File: src/rtl/cpu_pkg.sv
// cpu_pkg: shared definitions for the cpu_sequencer controller.
// Holds the opcode constants, the controller state encoding and the
// bit positions of the fields inside a 16-bit instruction word.
package cpu_pkg;

  localparam int INSTR_W = 16;

  // Instruction field positions: [15:12] opcode, [11:8] A, [7:4] B, [3:0] reserved
  localparam int OP_MSB  = 15;
  localparam int OP_LSB  = 12;
  localparam int A_LSB   = 8;
  localparam int B_LSB   = 4;
  localparam int RSV_MSB = 3;
  localparam int RSV_LSB = 0;

  localparam logic [3:0] OP_NON = 4'h0;
  localparam logic [3:0] OP_ADD = 4'h1;
  localparam logic [3:0] OP_SUB = 4'h2;
  localparam logic [3:0] OP_HLT = 4'hF;

  typedef enum logic [2:0] {
    S_IDLE,
    S_FETCH,
    S_DECODE,
    S_EXEC,
    S_WB,
    S_HALT
  } state_t;

endpackage

File: src/rtl/cpu_sequencer.sv
// cpu_sequencer: fetch/decode/execute controller for the 4-bit add/sub ALU.
// Fetches 16-bit instructions from a 2**ADDR_W entry memory, drives the ALU
// for one cycle per ADD/SUB, and offers the ALU result on a valid/ready port.
// Stops on HLT, on an illegal opcode (sticky err) or after the last address.
//
// Ports:
//   clk, rst                 clock; asynchronous active-low reset
//   start                    begin at pc=0 (only from IDLE or HALT)
//   imem_en/imem_addr        instruction memory read request
//   imem_data                instruction, valid the cycle after imem_en
//   alu_opcode/alu_a/alu_b   ALU command, opcode is NON outside EXEC
//   alu_result               registered ALU output
//   result/result_valid      result port; result_ready accepts it
//   busy, done, err          status: running, halted, illegal opcode seen
module cpu_sequencer
  import cpu_pkg::*;
#(
  parameter int ADDR_W = 4,
  parameter int DATA_W = 4
) (
  input  logic               clk,
  input  logic               rst,
  input  logic               start,
  output logic               imem_en,
  output logic [ADDR_W-1:0]  imem_addr,
  input  logic [INSTR_W-1:0] imem_data,
  output logic [3:0]         alu_opcode,
  output logic [DATA_W-1:0]  alu_a,
  output logic [DATA_W-1:0]  alu_b,
  input  logic [DATA_W-1:0]  alu_result,
  output logic [DATA_W-1:0]  result,
  output logic               result_valid,
  input  logic               result_ready,
  output logic               busy,
  output logic               done,
  output logic               err
);

  localparam logic [ADDR_W-1:0] PC_LAST = {ADDR_W{1'b1}};

  state_t              state, state_next;
  logic [ADDR_W-1:0]   pc, pc_next;
  logic [INSTR_W-1:0]  ir, ir_next;
  logic [DATA_W-1:0]   result_q, result_next;
  logic                wb_hold, wb_hold_next;
  logic                err_next;

  // The reserved instruction bits carry no meaning for this controller.
  logic reserved_unused;
  assign reserved_unused = ^ir[RSV_MSB:RSV_LSB];

  assign imem_addr = pc;
  assign alu_a     = ir[A_LSB +: DATA_W];
  assign alu_b     = ir[B_LSB +: DATA_W];

  always_ff @(posedge clk or negedge rst) begin
    if (!rst) begin
      state    <= S_IDLE;
      pc       <= '0;
      ir       <= '0;
      result_q <= '0;
      wb_hold  <= 1'b0;
      err      <= 1'b0;
    end else begin
      state    <= state_next;
      pc       <= pc_next;
      ir       <= ir_next;
      result_q <= result_next;
      wb_hold  <= wb_hold_next;
      err      <= err_next;
    end
  end

  always_comb begin
    state_next   = state;
    pc_next      = pc;
    ir_next      = ir;
    result_next  = result_q;
    wb_hold_next = wb_hold;
    err_next     = err;
    imem_en      = 1'b0;
    alu_opcode   = OP_NON;
    result       = result_q;
    result_valid = 1'b0;
    busy         = 1'b1;
    done         = 1'b0;

    unique case (state)
      S_IDLE: begin
        busy = 1'b0;
        if (start) begin
          pc_next    = '0;
          state_next = S_FETCH;
        end
      end

      S_FETCH: begin
        imem_en    = 1'b1;
        state_next = S_DECODE;
      end

      S_DECODE: begin
        ir_next = imem_data;
        case (imem_data[OP_MSB:OP_LSB])
          OP_HLT: state_next = S_HALT;
          OP_ADD, OP_SUB: state_next = S_EXEC;
          OP_NON: begin
            if (pc == PC_LAST) begin
              state_next = S_HALT;
            end else begin
              pc_next    = pc + ADDR_W'(1);
              state_next = S_FETCH;
            end
          end
          default: begin
            err_next   = 1'b1;
            state_next = S_HALT;
          end
        endcase
      end

      S_EXEC: begin
        alu_opcode = ir[OP_MSB:OP_LSB];
        state_next = S_WB;
      end

      // The ALU result is visible in the first WB cycle, so it is passed
      // straight through then and captured; later stall cycles replay the
      // captured copy so the port stays stable while the ALU moves on.
      S_WB: begin
        result_valid = 1'b1;
        if (!wb_hold) begin
          result      = alu_result;
          result_next = alu_result;
        end
        if (result_ready) begin
          wb_hold_next = 1'b0;
          if (pc == PC_LAST) begin
            state_next = S_HALT;
          end else begin
            pc_next    = pc + ADDR_W'(1);
            state_next = S_FETCH;
          end
        end else begin
          wb_hold_next = 1'b1;
        end
      end

      S_HALT: begin
        busy = 1'b0;
        done = 1'b1;
        if (start) begin
          err_next   = 1'b0;
          pc_next    = '0;
          state_next = S_FETCH;
        end
      end

      default: state_next = S_IDLE;
    endcase
  end

endmodule

File: config.mk
export PLATFORM = sky130hd
export DESIGN_NAME = cpu_sequencer
export DESIGN_NICKNAME = d
export VERILOG_FILES = /design/src/rtl/cpu_pkg.sv /design/src/rtl/cpu_sequencer.sv
export SDC_FILE = /design/constraint.sdc
export NUM_CORES = 1
export LEC_CHECK = 0
export BUFFER_PORTS_ARGS = -buffer_cell sky130_fd_sc_hd__buf_2
export CORE_UTILIZATION = 24
export DETAILED_ROUTE_END_ITERATION = 7
export HOLD_SLACK_MARGIN = 0.12
export PLACE_DENSITY_LB_ADDON = 0.3
export SYNTH_ARGS = -nofsm -noshare
export SYNTH_HDL_FRONTEND = slang
export SYNTH_SLANG_ARGS = --single-unit
File: constraint.sdc
create_clock -name clk -period 1.97 [get_ports clk]
set_input_delay 0.394 -clock clk [delete_from_list [all_inputs] [get_ports clk]]
set_output_delay 0.394 -clock clk [all_outputs]
set_load 0.05 [all_outputs]
==> impl_metrics.tcl <==
set metrics [dict create \
    status "finished with violations" \
    violations "setup timing" \
    rows 27 \
    grt_max_degree 26 \
    setup.worst_path.class "reg -> out" \
    slew_headroom_pct 61.8 \
    fmax_mhz 503 \
    synth_mux_area_share_pct 15.4 \
    skew_ps 1.18 \
    grt-ovfl-total 0 \
    design.die.area_um2 6140 \
    route.detailed.drc 0 \
    drt_pass1_iterations 4 \
    synth_cell_types 40 \
    start_kind "flip-flop" \
    synth-compound-area-share_pct 12.9 \
    crit_required_ps 1580 \
    grt_busiest_layer "met2" \
    total_leakage_power_uw 0.000844 \
    final_cells 238 \
    clock_power_share_pct 9.0 \
    path_clk_slew_ps 90 \
    crit_fanout 4 \
    ys.flop_type "dfrtp_1" \
    syn_avg_cell_area_um2 11.2 \
    synth_top_family_by_area "simple AND/OR/NAND/NOR gates" \
    path_delay_family "flip-flops" \
    critical_path.max_stage_delay_ps 420 \
    initial_core_util_pct 25.1 \
    gp_congestion 0.735 \
    core_um2 5570 \
    hpwl_mm 2.24 \
    netSwitchingPower_uw 1730 \
    end_kind "output pin" \
    drive_gt1_share_pct 51.2 \
    final_cell_mix "buf_2 (34), dfrtp_1 (25), mux2_2 (12)" \
    cp_cell_sequence "nor2_4, nand2_2, nor2_4, mux2_4, buf_8" \
    slew_viol_final 0 \
    ir_worst_vdd_uv 1020 \
    postRouteAntennaNets 0 \
    grtUsageTotal_pct 10.8 \
    p_int_uw 1760 \
    antenna_found_initial 0 \
    p_per_area_nw_per_um2 1940 \
    final_common_cell "buf_2" \
    use_met1_pct 13.6 \
    min_path_type "in -> async" \
    cts_made_buffers 3 \
    cts.path.max_buffers 2 \
    root_buffer "clkbuf_8" \
    ys_ff_latch 25 \
    fill_cells 592 \
    cts_tree "done" \
    fin_hold_ws_ps 108 \
    cts.sinks 25 \
    synth_edf_count 0 \
    combPwrFrac_pct 64.8 \
    ys_seq_area_share_pct 44.7 \
    met3_usage_pct 2.67 \
    port_buffers 44 \
    wl_per_cell_um 13.0 \
    synth_fp_nets 150 \
    rsz0062_at_grt "true" \
    synth_fa_ha_area_share_pct 0.894 \
    antenna_cells 0 \
    worst-path-buf-inv 1 \
    setup_viol 5 \
    grt_pass1_vias 1056 \
    wl_mm 3.09 \
    grt_use_met2_pct 16.8 \
    drt-vias-per-instance 4.50 \
    worst_ep_arrival_time_ps 1590 \
    drt_iter0_drc 13 \
    grt_pass1_wl_mm 5.11 \
    cts_max_level 1 \
    die_y_um 78.3 \
    synth-async-reset-ratio_pct 100 \
    synth_area_um2 1400 \
    dp.cells 233 \
    clk_latency_ps 270 \
    hold_violations 0 \
    switching_share_pct 49.6 \
    nets 192 \
    syn_to_final_growth_pct 29.0 \
    dieWidth_um 78.3 \
    p_seq_share_pct 26.2 \
    io_pins 49 \
    slowest_stage "dfrtp_1" \
    period_needed_ps 1990 \
    ys_warn_count 0 \
    dpl_worst_slack_ps 58.7 \
    maxCapViolCount 0 \
    synth_simple_gate_area_share_pct 15.7 \
    worst_slack_ps -17.0 \
    netlist_instances 125 \
    critPathMostFrequentCell "nor2_4" \
    synthXorXnorAreaFrac_pct 0.626 \
    vias 1070 \
    worstMarginPinSlew_ps 572 \
    fin_crit_sh_pct 101 \
]
[cell usage after synthesis, types with 2 or more instances]
library cell  instances  area share, %
a21oi_1               6            2.1
dfrtp_1              25             45
o21ai_0               5            1.8
nor2_1                8            2.1
nand3_1               2           0.72
nor3_1                2           0.72
and3_1                5            2.2
inv_1                 5            1.3
mux2_2               16             13
buf_6                 4            3.2
mux2i_1               2            1.4
buf_4                 9            4.8
nand2b_1              2           0.89
nand2_1               8            2.1
[state kept, by name (all words and copies together) (netlist names)]
name and flops:
imem_addr 4, err 1, result_q 4, wb_hold 1
ir 12, state 3
[worst register-to-register path, cell delays in order (launching register included)]
cell	delay, ps
dfrtp_1	440
ha_1	270
a41o_1	240
o31a_1	290
o21a_4	130
mux2_4	290
[final cells by class]
type | instances | area (µm²) | share of cell area [%]
inverters | 5 | 18.8 | 1.04
multi-input cells | 81 | 688 | 38.1
well taps | 72 | 90.1 | 4.99
flip-flops and latches | 25 | 626 | 34.7
clock buffers | 4 | 45.0 | 2.50
repair buffers | 51 | 337 | 18.7
[worst paths after layout]
path / from / slack (ps) / endpoint / depth (start not counted)
worst max register to register: imem_addr[0] / 200 / imem_addr[0] / 5
worst max-delay path: state[1] / -20 / result[2] / 5
min in group clk: imem_data[8] / 350 / ir[8] / 2
worst min register to register: ir[12] / 510 / ir[12] / 1
max in group asynchronous: rst / 1480 / err / 1
worst min-delay path: rst / 110 / result_q[3] / 1
[power by group through the flow]
stage / registers [µW] / logic [µW] / clock network [µW]
finish: 917 / 2260 / 314
global route: 954 / 2410 / 358
CTS: 914 / 2230 / 327
detailed placement: 912 / 2050 / 0
global placement: 901 / 2050 / 0
floorplan: 1010 / 1640 / 0
[per-stage QoR]
| stage | util, % | area, µm² | setup TNS [ps] | power [µW] |
|---|---|---|---|---|
| CTS | 31.9 | 1780 | -244 | 3470 |
| finish | 32.4 | 1800 | -43.9 | 3490 |
| global placement | 29.7 | 1650 | 0 | 2950 |
| detailed placement | 29.7 | 1650 | 0 | 2960 |
| floorplan | - | 1400 | 0 | 2650 |
| global route | 32.4 | 1800 | -789 | 3720 |
[routing by layer]
metal	vias to the layer above	wire length, µm
met3	6	168
met2	30	1480
li1	517	-
met4	0	82
met5	-	0
met1	517	1360
[repair_timing]
action	in CTS	in global routing
gates cloned	0	0
hold buffers	0	0
resized for setup	25	5
buffers inserted	0	1
setup endpoints to repair	9	9
pin swaps	2	1
[kinds of logic after synthesis]
kind of cell,after synthesis
AND/OR/NAND/NOR,36
flip-flops,25
AO/OA/AOI/OAI,24
buffers and inverters,19
multiplexers,19
XOR/XNOR,1
adder cells (fa/ha/maj),1
Note: power is estimated with default switching activity, not from simulation.
